**config.mk**
```make
export PLATFORM = sky130hd
export DESIGN_NAME = uart_mem_dumper
export DESIGN_NICKNAME = d
export VERILOG_FILES = /design/src/rtl/uart_mem_dumper_pkg.sv /design/src/rtl/uart_mem_dumper_tx_byte.sv /design/src/rtl/uart_mem_dumper.sv
export SDC_FILE = /design/constraint.sdc
export NUM_CORES = 1
export LEC_CHECK = 0
export BUFFER_PORTS_ARGS = -buffer_cell sky130_fd_sc_hd__buf_2
export CORE_AREA = 2 2 127 129
export CTS_BUF_LIST = sky130_fd_sc_hd__clkbuf_2
export DETAILED_ROUTE_END_ITERATION = 6
export DIE_AREA = 0 0 129 131
export PLACE_DENSITY_LB_ADDON = 0.1
export SYNTH_ARGS = -nofsm -noshare
export SYNTH_HDL_FRONTEND = slang
export SYNTH_HIERARCHICAL = 1
export SYNTH_SLANG_ARGS = --single-unit
```
**constraint.sdc**
```tcl
create_clock -name clk_i -period 3.54 [get_ports clk_i]
set_input_delay 0.531 -clock clk_i [delete_from_list [all_inputs] [get_ports clk_i]]
set_output_delay 0.531 -clock clk_i [all_outputs]
set_load 0.01 [all_outputs]
```
**src/rtl/uart_mem_dumper_pkg.sv**
```systemverilog
// Shared definitions for the SRAM-to-UART word dumper: UART frame layout,
// dumper FSM encoding and the baud divisor helper.
package uart_mem_dumper_pkg;

  localparam logic START_BIT      = 1'b0;
  localparam logic STOP_BIT       = 1'b1;
  localparam int   DATA_BITS      = 8;
  localparam int   FRAME_BITS     = DATA_BITS + 2;
  localparam int   BYTES_PER_WORD = 4;

  typedef enum logic [2:0] {
    ST_IDLE,
    ST_READ,
    ST_WAIT,
    ST_SEND,
    ST_FINISH
  } dump_state_e;

  function automatic int calc_clks_per_bit(input int sys_clk_freq, input int baud);
    return sys_clk_freq / baud;
  endfunction

endpackage

```
**src/rtl/uart_mem_dumper_tx_byte.sv**
```systemverilog
// UART 8N1 byte serializer. Ready is high while idle and also during the last
// clock of the stop bit, so a byte offered then starts its start bit with no gap.
module uart_tx_byte
  import uart_mem_dumper_pkg::*;
#(
  parameter int CLKS_PER_BIT = 16
) (
  input  logic                 clk_i,
  input  logic                 reset_i,
  input  logic                 valid,
  input  logic [DATA_BITS-1:0] data,
  output logic                 ready,
  output logic                 tx
);

  localparam int CNT_W = $clog2(CLKS_PER_BIT + 1);
  localparam int IDX_W = $clog2(FRAME_BITS);
  localparam logic [CNT_W-1:0] LAST_TICK = CNT_W'(CLKS_PER_BIT - 1);
  localparam logic [IDX_W-1:0] LAST_BIT  = IDX_W'(FRAME_BITS - 1);

  logic                 active;
  logic [CNT_W-1:0]     baud_cnt;
  logic [IDX_W-1:0]     bit_idx;
  logic [DATA_BITS:0]   frame;
  logic                 bit_end;

  assign bit_end = (baud_cnt == LAST_TICK);
  assign ready   = !active || (bit_end && (bit_idx == LAST_BIT));

  // Load a new frame on handshake, otherwise step through bits at the baud rate.
  always_ff @(posedge clk_i) begin
    if (reset_i) begin
      active   <= 1'b0;
      baud_cnt <= '0;
      bit_idx  <= '0;
      frame    <= '1;
      tx       <= STOP_BIT;
    end else if (valid && ready) begin
      active   <= 1'b1;
      baud_cnt <= '0;
      bit_idx  <= '0;
      frame    <= {STOP_BIT, data};
      tx       <= START_BIT;
    end else if (active) begin
      if (bit_end) begin
        baud_cnt <= '0;
        if (bit_idx == LAST_BIT) begin
          active <= 1'b0;
        end else begin
          bit_idx <= bit_idx + 1'b1;
          tx      <= frame[0];
          frame   <= {STOP_BIT, frame[DATA_BITS:1]};
        end
      end else begin
        baud_cnt <= baud_cnt + 1'b1;
      end
    end
  end

endmodule

```
**src/rtl/uart_mem_dumper.sv**
```systemverilog
// Reads a block of 32-bit SRAM words and streams them out over UART,
// least significant byte first. Owns the SRAM port while busy_o is high.
module uart_mem_dumper
  import uart_mem_dumper_pkg::*;
#(
  parameter int SYS_CLK_FREQ = 60000000,
  parameter int BAUD         = 9600,
  parameter int ADDR_WIDTH   = 13
) (
  input  logic                  clk_i,
  input  logic                  reset_i,
  input  logic                  start_i,
  input  logic [ADDR_WIDTH-1:0] base_addr_i,
  input  logic [ADDR_WIDTH:0]   word_count_i,
  output logic                  mem_csb_o,
  output logic [ADDR_WIDTH-1:0] mem_addr_o,
  input  logic [31:0]           mem_data_i,
  output logic                  tx_o,
  output logic                  busy_o,
  output logic                  done_o
);

  localparam int CLKS_PER_BIT = calc_clks_per_bit(SYS_CLK_FREQ, BAUD);

  dump_state_e          state;
  logic [ADDR_WIDTH:0]  remaining;
  logic [1:0]           byte_left;
  logic [31:0]          word_reg;
  logic                 tx_valid;
  logic                 tx_ready;
  logic [DATA_BITS-1:0] tx_data;

  // Byte 0 goes straight from the SRAM bus during WAIT so the start bit begins
  // without an extra cycle; later bytes come from the shifted word register.
  always_comb begin
    tx_valid = 1'b0;
    tx_data  = word_reg[DATA_BITS-1:0];
    if (state == ST_WAIT) begin
      tx_valid = 1'b1;
      tx_data  = mem_data_i[DATA_BITS-1:0];
    end else if (state == ST_SEND && byte_left != 2'd0) begin
      tx_valid = 1'b1;
    end
  end

  // Dump sequencer: fetch a word, serialize its four bytes, advance address.
  always_ff @(posedge clk_i) begin
    if (reset_i) begin
      state      <= ST_IDLE;
      mem_csb_o  <= 1'b1;
      mem_addr_o <= '0;
      busy_o     <= 1'b0;
      done_o     <= 1'b0;
      remaining  <= '0;
      byte_left  <= 2'd0;
      word_reg   <= '0;
    end else begin
      done_o    <= 1'b0;
      mem_csb_o <= 1'b1;
      case (state)
        ST_IDLE: begin
          if (start_i) begin
            busy_o     <= 1'b1;
            remaining  <= word_count_i;
            mem_addr_o <= base_addr_i;
            if (word_count_i == '0) begin
              state <= ST_FINISH;
            end else begin
              state     <= ST_READ;
              mem_csb_o <= 1'b0;
            end
          end
        end
        ST_READ: begin
          state <= ST_WAIT;
        end
        ST_WAIT: begin
          word_reg  <= {8'h00, mem_data_i[31:8]};
          byte_left <= 2'(BYTES_PER_WORD - 1);
          state     <= ST_SEND;
        end
        ST_SEND: begin
          if (tx_valid && tx_ready) begin
            word_reg  <= {8'h00, word_reg[31:8]};
            byte_left <= byte_left - 2'd1;
          end else if (byte_left == 2'd0 && tx_ready) begin
            mem_addr_o <= mem_addr_o + 1'b1;
            remaining  <= remaining - 1'b1;
            if (remaining == (ADDR_WIDTH+1)'(1)) begin
              state <= ST_FINISH;
            end else begin
              state     <= ST_READ;
              mem_csb_o <= 1'b0;
            end
          end
        end
        ST_FINISH: begin
          done_o <= 1'b1;
          busy_o <= 1'b0;
          state  <= ST_IDLE;
        end
        default: begin
          state <= ST_IDLE;
        end
      endcase
    end
  end

  uart_tx_byte #(
    .CLKS_PER_BIT(CLKS_PER_BIT)
  ) u_tx (
    .clk_i  (clk_i),
    .reset_i(reset_i),
    .valid  (tx_valid),
    .data   (tx_data),
    .ready  (tx_ready),
    .tx     (tx_o)
  );

endmodule

```
==> metrics.csv <==
stage;metric;value;unit
routing;wl_per_cell;15.3;um
logic_synthesis;synth_cell_type_count;62;
sta;finalCritPeriodShare;86.2;%
global_route;grt_first_pass_wirelength;21.9;mm
sta;relSlewSlack;41.1;%
cts;cts_tree;yes;
logic_synthesis;async_flop_share;0;%
logic_synthesis;synth_nets;664;
sta;period_minus_slack;3.05;ns
logic_synthesis;synthCells;594;
setup_path;crit_path_start;u_tx/baud_cnt[4];
floorplan;rows;46;
final_layout;final_cell_mix;nand2_1 (90), dfxtp_1 (86), buf_2 (78);
cts;post_cts_buffers;0;
final_layout;stdcell_area;5300;um2
final_layout;nets;721;
min_path;hold_depth;3;
final_layout;largest_register_ffs;24;
routing;vias;4558;
global_route;gr-total-overflow;0;
cts;cts_inserted_buffers;9;
sta;max_freq;0.328;GHz
cts;cts-htree-levels;3;
power_and_ir_drop;ir_worst_vdd;0.000162;V
min_path;hp-class;in2reg;
floorplan;dieWidth;129;um
final_layout;drive_gt1_share;17.3;%
sta;hold_viol_final;0;
global_route;antenna_found_initial;2;
setup_path;critPathSlowestCell;or4b_4;
setup_path;reg2regPathDepth;7;
setup_path;cp.required;4.04;ns
setup_path;slowest_delay;0.58;ns
global_route;grt_pass1_vias;4406;
logic_synthesis;synth_edf_count;0;
sta;tns;0;ns
final_layout;area_growth;15.2;%
logic_synthesis;synth_warnings;6;
logic_synthesis;synth_area;4600;um2
routing;wl;13.3;mm
setup_path;crit_path_start_kind;flop;
floorplan;start_util;29.5;%
global_route;grt_max_degree;42;
min_path;hp-start;mem_data_i[26];
routing;via_per_inst;5.22;
logic_synthesis;avgSynthCellArea;7.75;um2
floorplan;die-height;131;um
sta;finClkSkew;0.0436;ns
final_layout;mostFrequentLayoutCell;nand2_1;
cts;cts_buffer_depth;2;
routing;postRouteAntennaNets;0;
power_and_ir_drop;p_per_area;419;nW/um2
place;gp_congestion;0.785;
sta;grt_setup_unrepaired;no;
sta;report.final.setup_viol;0;
cts;cts_resized;0;
setup_path;arrival;3.55;ns
final_layout;regArea;1720;um2
setup_path;reg2reg_from;u_tx/baud_cnt[4];
logic_synthesis;synthFlopType;dfxtp_1;
run_status;status;complete, no violations;
cts;postCtsHoldBufs;0;
final_layout;fillCellCount;1689;
cts;cts.sinks;86;
sta;finalMaxSlewViolations;0;
floorplan;dieArea;16900;um2
setup_path;endpoint_kind;flop;
logic_synthesis;ys_seq_area_share;37.4;%
setup_path;worstPathMaxFanout;13;
cts;cts_root_buffer;clkbuf_2;
setup_path;criticalPathCategory;reg2reg;
floorplan;ios;79;
cts;clk_pin_slew_worst_paths;0.25;ns
routing;dr.pass1.iters;4;
setup_path;path_cells;or4b_4, o31a_2, nor2_1, nand4_1, a21o_1, or4_1, a31oi_1;
place;io_buffers;78;
place;dp_hpwl;9.49;mm
run;maxCapViolCount;0;
routing;drtIter0Drc;249;
global_route;grt_use_total;16.2;%
cts;clock_latency;0.60;ns
logic_synthesis;ys_ff_latch;86;
final_layout;multi_input_area;2640;um2
power_and_ir_drop;leakage;0.00192;uW
place;placed_area;5170;um2
routing;drc;0;
sta;tightest_slew;0.881;ns
floorplan;core_region_area;15600;um2
==> critical path: cells and delay by family, from the launching register on <==
kind	cells	cell delay (ns)
simple gates	4	1.60
compound gates	3	0.95
flops	1	0.41
==> metrics by stage <==
step	instances	setup WS, ns	util, %	power (uW)	hold WS, ns
after global routing	872	0.218	34.0	2370	0.0633
after global placement	856	0.603	33.1	1660	0.456
after floorplan	594	0.751	-	1490	0.437
after CTS	871	0.469	33.9	2250	0.0854
after detailed placement	856	0.562	33.1	1660	0.458
final	873	0.489	34.0	2220	0.138
==> where the power goes <==
group | switching [uW] | leakage [uW] | total, uW | internal [uW]
Clock | 352 | 0.0000731 | 580 | 228
Combinational | 309 | 0.00114 | 508 | 199
Sequential | 83.8 | 0.000703 | 1130 | 1050
==> cell type report <==
type	count	share of cell area, %
sequential	86	32.5
tap	216	5.10
inverter	19	1.35
clock buffer	10	0.945
antenna	2	0.0945
timing repair buffer	88	8.78
multi-input combinational	447	49.8
clock inverter	5	1.42
==> path summary, 6_finish.rpt <==
path	end	slack, ns
worst max-delay path	remaining[12]	0.49
worst max register to register	remaining[12]	0.49
worst min register to register	busy_o	0.48
worst min-delay path	word_reg[18]	0.14
==> cells by family (layout without fill, tap and decap cells) <==
| group | count (synthesis) | count (layout) | synth area share (%) |
|---|---|---|---|
| muxes | 2 | 2 | 0.435 |
| other | 0 | 2 | 0 |
| xor gates and xnor gates | 10 | 10 | 1.90 |
| buffers and inverters | 61 | 122 | 5.38 |
| adders and majority gates | 8 | 8 | 2.18 |
| DFF | 86 | 86 | 37.4 |
| AOI/OAI and AO/OA | 156 | 156 | 22.8 |
| and+or+nand+nor | 271 | 271 | 29.9 |
==> per-layer routing <==
layer / GRT usage (%) / up-vias / wire, um
met4: 6.52 / 0 / 277
met2: 24.9 / 109 / 5840
met1: 21.7 / 2127 / 6590
met5: 0 / - / 0
met3: 4.19 / 23 / 634
li1: - / 2299 / -
==> synth_stat cells (all sizes together) (2+ instances only) <==
master	n	share of area (%)
nand2	90	7.3
dfxtp	86	37
nor2	53	4.3
a21oi	40	4.4
clkbuf	32	2.6
o21ai	30	3.3
nand3	22	2.4
a311oi	18	3.4
inv	18	1.5
nor3	17	2.0
nand4	15	2.0
nor4	13	1.8
o31ai	13	2.4
a211oi	11	1.8
buf	10	1.2
or3	10	1.4
a32oi	8	1.5
and2	8	1.1
ha	8	2.2
xnor2	8	1.5
a31oi	7	0.95
or4	7	1.1
a21o	6	0.98
nand2b	6	0.82
and3	4	0.54
and4	4	0.76
o32ai	4	0.76
nand3b	3	0.49
nor3b	3	0.49
nor4b	3	0.71
or4b	3	0.73
a221oi	2	0.38
a22oi	2	0.33
mux2i	2	0.44
nand4b	2	0.38
nor2b	2	0.27
o21a	2	0.33
o21bai	2	0.33
o22ai	2	0.27
o311ai	2	0.38
o31a	2	0.41
or3b	2	0.44
xor2	2	0.38
Power figures use the tool's default switching activity.
